### config.mk
export PLATFORM = sky130hd
export DESIGN_NAME = uart_tx
export DESIGN_NICKNAME = d
export VERILOG_FILES = /design/src/rtl/uart_tx.sv
export SDC_FILE = /design/constraint.sdc
export NUM_CORES = 1
export LEC_CHECK = 0
export CAP_MARGIN = 0
export CORE_AREA = 2 2 70 52
export CTS_CLUSTER_SIZE = 40
export DETAILED_ROUTE_END_ITERATION = 12
export DIE_AREA = 0 0 72 54
export PLACE_DENSITY = 0.85
export SYNTH_ARGS = -nofsm -noshare
export SYNTH_HDL_FRONTEND = slang
export SYNTH_SLANG_ARGS = --single-unit
### constraint.sdc
create_clock -name clk -period 3.32 [get_ports clk]
set_input_delay 0.332 -clock clk [delete_from_list [all_inputs] [get_ports clk]]
set_output_delay 0.332 -clock clk [all_outputs]
set_load 0.02 [all_outputs]
### src/rtl/uart_tx.sv
`default_nettype none
// ============================================================================
// uart_tx : UART transmitter, start + 8 data (LSB first) + optional parity + stop
// Rev 1.0 : initial release
// ============================================================================
module uart_tx #(
  parameter int DATA_WIDTH = 8
) (
  input  logic                  clk,
  input  logic                  rst,
  input  logic [5:0]            prescale,
  input  logic [DATA_WIDTH-1:0] P_DATA,
  input  logic                  DATA_VALID,
  input  logic                  PAR_EN,
  input  logic                  PAR_TYP,
  output logic                  TX_OUT,
  output logic                  busy
);

  localparam int          c_BIT_CNT_W = $clog2(DATA_WIDTH);
  localparam logic [c_BIT_CNT_W-1:0] c_LAST_BIT = c_BIT_CNT_W'(DATA_WIDTH - 1);

  typedef enum logic [2:0] {
    S_IDLE   = 3'd0,
    S_START  = 3'd1,
    S_DATA   = 3'd2,
    S_PARITY = 3'd3,
    S_STOP   = 3'd4
  } state_t;

  state_t                  r_state,     w_state_next;
  logic [5:0]              r_edge_cnt,  w_edge_next;
  logic [c_BIT_CNT_W-1:0]  r_bit_cnt,   w_bit_next;
  logic [DATA_WIDTH-1:0]   r_data,      w_data_next;
  logic                    r_par_en,    w_par_en_next;
  logic                    r_par_typ,   w_par_typ_next;
  logic [5:0]              r_prescale,  w_prescale_next;
  logic                    r_tx,        w_tx_next;
  logic                    r_busy,      w_busy_next;

  logic [5:0]              w_last_edge;
  logic                    w_bit_end;

  // Modulo-64 wrap makes prescale 0 behave as a 64-cycle bit.
  assign w_last_edge = r_prescale - 6'd1;
  assign w_bit_end   = (r_edge_cnt == w_last_edge);

  always_ff @(posedge clk) begin
    if (!rst) begin
      r_state    <= S_IDLE;
      r_edge_cnt <= '0;
      r_bit_cnt  <= '0;
      r_data     <= '0;
      r_par_en   <= 1'b0;
      r_par_typ  <= 1'b0;
      r_prescale <= '0;
      r_tx       <= 1'b1;
      r_busy     <= 1'b0;
    end else begin
      r_state    <= w_state_next;
      r_edge_cnt <= w_edge_next;
      r_bit_cnt  <= w_bit_next;
      r_data     <= w_data_next;
      r_par_en   <= w_par_en_next;
      r_par_typ  <= w_par_typ_next;
      r_prescale <= w_prescale_next;
      r_tx       <= w_tx_next;
      r_busy     <= w_busy_next;
    end
  end

  always_comb begin
    w_state_next    = r_state;
    w_edge_next     = r_edge_cnt;
    w_bit_next      = r_bit_cnt;
    w_data_next     = r_data;
    w_par_en_next   = r_par_en;
    w_par_typ_next  = r_par_typ;
    w_prescale_next = r_prescale;
    w_tx_next       = 1'b1;
    w_busy_next     = 1'b0;

    unique case (r_state)
      S_IDLE: begin
        w_edge_next = '0;
        w_bit_next  = '0;
        if (DATA_VALID) begin
          w_data_next     = P_DATA;
          w_par_en_next   = PAR_EN;
          w_par_typ_next  = PAR_TYP;
          w_prescale_next = prescale;
          w_state_next    = S_START;
        end
      end
      S_START: begin
        if (w_bit_end) begin
          w_edge_next  = '0;
          w_state_next = S_DATA;
        end else begin
          w_edge_next = r_edge_cnt + 6'd1;
        end
      end
      S_DATA: begin
        if (w_bit_end) begin
          w_edge_next = '0;
          if (r_bit_cnt == c_LAST_BIT) begin
            w_bit_next   = '0;
            w_state_next = r_par_en ? S_PARITY : S_STOP;
          end else begin
            w_bit_next = r_bit_cnt + 1'b1;
          end
        end else begin
          w_edge_next = r_edge_cnt + 6'd1;
        end
      end
      S_PARITY: begin
        if (w_bit_end) begin
          w_edge_next  = '0;
          w_state_next = S_STOP;
        end else begin
          w_edge_next = r_edge_cnt + 6'd1;
        end
      end
      S_STOP: begin
        if (w_bit_end) begin
          w_edge_next  = '0;
          w_state_next = S_IDLE;
        end else begin
          w_edge_next = r_edge_cnt + 6'd1;
        end
      end
      default: begin
        w_state_next = S_IDLE;
        w_edge_next  = '0;
        w_bit_next   = '0;
      end
    endcase

    // Outputs are decoded from the upcoming state so the registers line up with it.
    unique case (w_state_next)
      S_START:  w_tx_next = 1'b0;
      S_DATA:   w_tx_next = w_data_next[w_bit_next];
      S_PARITY: w_tx_next = (^w_data_next) ^ w_par_typ_next;
      default:  w_tx_next = 1'b1;
    endcase
    w_busy_next = (w_state_next != S_IDLE);
  end

  assign TX_OUT = r_tx;
  assign busy   = r_busy;

endmodule
`default_nettype wire

==> reports/metrics.cfg, run 1 <==
[grt]
met1_usage_pct = 25.7
grt_start_max_net_pins = 24
use_met3_pct = 5.99
antenna_found_initial = 0
track_usage_pct = 20.7
gr-usage-met2_pct = 32.3
overflow = 0
grt_pass1_wl_um = 6010
grt.busiest_layer = met2
grt_pass1_vias = 1363

[clock_network]
cts_tree = built
path_clk_slew_ns = 0.07
post_cts_buffers = 0
cts.hold.buffers_added = 0
cts_root_buf = clkbuf_8
clock_sinks = 30
cts_resized = 0
numCtsBuffers = 5
clk_latency_ns = 0.28
cts_max_path_buffers = 2
htree_levels = 2

[placed_design]
portBuffers = 20
routabilityCongestion = 0.851
dp_hpwl_um = 2530
post-place-ws_ns = 0.683

[detailed_routing]
routedWlPerCell_um = 13.1
firstDrtPassIters = 4
wl_um = 3480
dr_total_vias = 1438
drtIter0Drc = 79
drc_errors = 0
postRouteAntennaNets = 0
vias_per_cell = 5.43

[timing]
period_share_pct = 82.5
drv_slew = 0
fmax_mhz = 365
worst_slew_pin_slew_ns = 0.796
setup_ws_ns = 0.580
max_slew_margin_pct = 46.8
worst_clock_skew_ns = 0.00482
rsz0062_at_grt = false
hold_viol = 0
tns_ns = 0
setup_viol = 0
fin_crit_ns = 2.74

[power]
peakVddDrop_v = 0.000253
internal-power_w = 0.000625
clockPowerShare_pct = 35.6
p_seq_share_pct = 46.0
p_sw_w = 0.000231
p_comb_share_pct = 18.4
swShare_pct = 27.0
leakage_nw = 0.735
powerDensity_nw_per_um2 = 424

[synthesis]
ys_types = 37
synth.net_count = 225
yosys_warnings = 0
syn_avg_cell_area_sq_um = 8.36
synth_edf_count = 0
synthFlopType = dfxtp_1
synth_area_sq_um = 1690
synthCells = 202
seq_area_frac_synth_pct = 35.6
postSynth.asyncResetShare_pct = 0
synth-seq-cells = 30

[min_path]
hold_class = flop to flop

[critical_path]
arrival_ns = 2.94
critPathMaxFanout = 7
critPathLaunchType = flop
cp.required_ns = 3.52
worstSetupEndpointType = flop
critical_path_class = flop to flop

[die]
dieWidth_um = 72
start_util_pct = 51.0
coreArea_sq_um = 3310
ios = 21
die_h_um = 54
num_rows = 18
die-area_sq_um = 3890

[layout]
syn_to_final_growth_pct = 19.7
drive_above_1_share_pct = 7.56
fillCellCount = 285
antenna_cells = 0
fin_nets = 247
final_common_cell = nand2_1
final_cell_mix = nand2_1, dfxtp_1, clkdlybuf4s50_1

[flow_run]
maxCapViolCount = 0

[outcome]
status = completed

final cells by class:
class,count,area (sq um),share of cell area [%]
clock buffer,6,82.6,4.08
inverter,5,18.8,0.928
multi-input combinational,160,1040,51.5
tap,40,50.0,2.48
clock inverter,2,12.5,0.619
sequential,30,601,29.7
timing repair buffer,22,215,10.6
per-layer routing:
layer / routed length [um] / part of all wire, %
met5: 0 / 0
met1: 1720 / 50
met2: 1480 / 43
met4: 73 / 2.1
met3: 200 / 5.8
worst paths after layout:
kind,startpoint,slack [ns],end,depth (start not counted)
setup / recovery,r_prescale[0]$_SDFFE_PN0P_,0.58,TX_OUT$_SDFF_PN1_,11
hold reg to reg,r_data[4]$_SDFF_PN0_,0.49,r_data[4]$_SDFF_PN0_,2
hold / removal,r_data[4]$_SDFF_PN0_,0.49,r_data[4]$_SDFF_PN0_,2
setup reg to reg,r_prescale[0]$_SDFFE_PN0P_,0.58,TX_OUT$_SDFF_PN1_,11
through the flow:
stage | instances | hold WS [ns] | power (W) | utilization (%) | area (sq um)
6_report | 265 | 0.490 | 0.000856 | 61.1 | 2020
5_1_grt | 265 | 0.510 | 0.000894 | 61.1 | 2020
4_1_cts | 265 | 0.490 | 0.000862 | 61.1 | 2020
3_5_place_dp | 257 | 0.481 | 0.000559 | 58.2 | 1930
3_3_place_gp | 257 | 0.457 | 0.000556 | 58.2 | 1930
2_1_floorplan | 202 | 0.440 | 0.000505 | - | 1690
power groups by stage:
stage	Combinational [W]	Sequential, W	Clock, W
final	0.000158	0.000394	0.000305
after global routing	0.000172	0.000396	0.000326
after floorplan	0.000107	0.000398	0
after CTS	0.000158	0.000394	0.000310
after detailed placement	0.000157	0.000402	0
after global placement	0.000155	0.000401	0
cells by family (layout without fill, tap and decap cells):
logic type               Yosys count  count (layout)  synth area share, %
AO/OA/AOI/OAI                     40              40                 17.0
XOR/XNOR                          28              28                 14.5
adder cells (fa/ha/maj)            4               4                 2.96
buffers and inverters             12              35                 3.11
flip-flops                        30              30                 35.6
multiplexers                       5               5                 3.26
AND/OR/NAND/NOR                   83              83                 23.6
worst max-delay path, stage by stage, from the launching register on:
cell and delay, ns:
dfxtp_1 0.40, inv_1 0.07, ha_1 0.26, o21ba_1 0.20
a221oi_2 0.32, a41oi_2 0.09, nor3_4 0.38, mux2i_1 0.34
o21ai_0 0.13, o2111ai_1 0.12, nand4_1 0.14, a32oi_1 0.22
sequential cells by signal (all words and copies together) (netlist names):
register,flops
r_data,8
r_edge_cnt,6
r_prescale,6
r_bit_cnt,3
r_state,3
TX_OUT,1
busy,1
r_par_en,1
r_par_typ,1
synthesized netlist by cell type (2+ instances only):
| cell type | n | area (sq um) |
|---|---|---|
| dfxtp_1 | 30 | 601 |
| nand3_1 | 8 | 40.0 |
| nand3b_1 | 3 | 22.5 |
| nor2_1 | 13 | 48.8 |
| a21boi_0 | 9 | 67.6 |
| a21boi_1 | 7 | 52.6 |
| ha_1 | 4 | 50.1 |
| o211ai_1 | 2 | 15.0 |
| o21ai_0 | 7 | 35.0 |
| xnor2_1 | 18 | 158 |
| nand4_1 | 4 | 25.0 |
| o21a_1 | 3 | 22.5 |
| inv_1 | 4 | 15.0 |
| nor2b_1 | 4 | 25.0 |
| and2_1 | 4 | 25.0 |
| a21oi_1 | 3 | 15.0 |
| nor3_1 | 4 | 20.0 |
| mux2i_1 | 4 | 40.0 |
| xor2_1 | 10 | 87.6 |
| clkbuf_1 | 6 | 22.5 |
| o21ai_1 | 4 | 20.0 |
| nand2_1 | 36 | 135 |
No activity file was read; power rests on OpenSTA's default activity.
==> inputs of run 2 (changes only) <==
- clock period: 3.32 -> 2.6 ns (I/O delays scaled with it)
==> reports/metrics.cfg, run 2 (synthesis results as in run 1) <==
[outcome]
status = completed

[placed_design]
dp_hpwl_um = 2620
post-place-ws_ns = 0.0898
dp_cells = 259
portBuffers = 20
routabilityCongestion = 0.872

[die]
dieWidth_um = 72
die-area_sq_um = 3890
start_util_pct = 51.0
ios = 21
die_h_um = 54
coreArea_sq_um = 3310
num_rows = 18

[timing]
setup_ws_ns = 0.143
period_share_pct = 94.5
worst_clock_skew_ns = 0.00554
rsz0062_at_grt = false
worst_slew_pin_slew_ns = 0.595
fmax_mhz = 407
hold_viol = 0
tns_ns = 0
drv_slew = 0
fin_crit_ns = 2.46
setup_viol = 0
max_slew_margin_pct = 60.2

[detailed_routing]
dr_total_vias = 1463
drc_errors = 0
firstDrtPassIters = 4
postRouteAntennaNets = 0
drtIter0Drc = 82
vias_per_cell = 5.48
wl_um = 3610
routedWlPerCell_um = 13.5

[min_path]
hold_class = flop to flop
hold_path_end = r_prescale[5]$_SDFFE_PN0P_
worstHoldStart = r_prescale[5]$_SDFFE_PN0P_
hold_depth = 2

[critical_path]
reg2regPathDepth = 12
r2r-start = r_prescale[0]$_SDFFE_PN0P_
critPathLaunchType = flop
timing.rr.end = TX_OUT$_SDFF_PN1_
ff2ff_setup_slack_ns = 0.14
worstSetupEndpointType = flop
cp.required_ns = 2.81
arrival_ns = 2.67
critical_path_class = flop to flop
critPathMaxFanout = 7

[clock_network]
htree_levels = 2
cts_max_path_buffers = 2
cts_tree = built
cts.hold.buffers_added = 0
cts_root_buf = clkbuf_8
path_clk_slew_ns = 0.07
numCtsBuffers = 5
clock_sinks = 30
clk_latency_ns = 0.29

[grt]
antenna_found_initial = 0
track_usage_pct = 20.7
overflow = 0
grt_pass1_wl_um = 5940
grt_pass1_vias = 1324
grt_start_max_net_pins = 18

[power]
peakVddDrop_v = 0.000404
leakage_nw = 0.751
powerDensity_nw_per_um2 = 533
total_power_w = 0.00110

[layout]
syn_to_final_growth_pct = 22.2
regMostFlops = r_data
instances_no_fill = 267
fin_nets = 249
final_common_cell = nand2_1
final_cell_mix = nand2_1, dfxtp_1, clkdlybuf4s50_1
reg_top3 = r_data x8, r_edge_cnt x6, r_prescale x6
drive_above_1_share_pct = 10.6
largest_register_ffs = 8
fin_util_pct = 62.4
antenna_cells = 0

[flow_run]
maxCapViolCount = 0

-- run 2: through the flow --
stage          hold slack [ns]  cell area [sq um]
2_1_floorplan            0.395               1690
3_3_place_gp             0.461               1950
3_5_place_dp             0.473               1950
4_1_cts                  0.483               2050
5_1_grt                  0.508               2060
6_report                 0.479               2060
-- run 2: worst max-delay path, cell delays in order, from the launching register on --
cell and delay [ns]:
dfxtp_4 0.37, inv_1 0.05, ha_2 0.21, o21ba_1 0.18
a221oi_2 0.26, a41oi_2 0.08, nor3_4 0.23, buf_12 0.16
mux2i_2 0.27, o21ai_0 0.13, o2111ai_1 0.11, nand4_1 0.14
a32oi_1 0.20
-- run 2: final cells by class --
class	instances	area [sq um]
clock inverters	2	12.5
clock buffers	6	82.6
repair buffers	24	243
inverters	5	18.8
well taps	40	50.0
multi-input cells	160	1050
flip-flops and latches	30	606
fillers	275	1250
-- run 2: timing repair --
item                       in CTS  in global routing
buffers inserted                0                  0
setup endpoints to repair       0                  2
gates resized for setup         0                  6
-- run 2: how the worst max path moves through the flow --
stage / startpoint / endpoint / slack [ns] / cells after the start
after floorplan: r_prescale[0]$_SDFFE_PN0P_ / busy$_SDFF_PN0_ / 0.20 / 11
after global placement: r_prescale[0]$_SDFFE_PN0P_ / busy$_SDFF_PN0_ / 0.19 / 12
after detailed placement: r_prescale[0]$_SDFFE_PN0P_ / TX_OUT$_SDFF_PN1_ / 0.09 / 12
after CTS: r_prescale[0]$_SDFFE_PN0P_ / TX_OUT$_SDFF_PN1_ / 0.07 / 12
after global routing: r_prescale[0]$_SDFFE_PN0P_ / busy$_SDFF_PN0_ / 0.0008 / 12
final: r_prescale[0]$_SDFFE_PN0P_ / TX_OUT$_SDFF_PN1_ / 0.14 / 12
-- run 2: power by group --
part	switching, W	internal [W]	total, W
logic	0.0000987	0.000106	0.000205
registers	0.0000220	0.000481	0.000503
clock network	0.000181	0.000212	0.000393
-- run 2: per-layer routing --
layer | track usage [%] | up-vias | wire (um) | share of wire (%)
li1 | - | 736 | - | -
met3 | 7.30 | 7 | 286 | 7.9
met1 | 26.3 | 671 | 1740 | 48
met5 | 0 | - | 0 | 0
met2 | 32.3 | 49 | 1530 | 42
met4 | 8.49 | 0 | 48 | 1.3
==> inputs of run 3 (changes only) <==
- HOLD_SLACK_MARGIN: not set -> 0.12
==> results of run 3 <==
No change in the layout: final DEF, timing and power equal those of run 2.
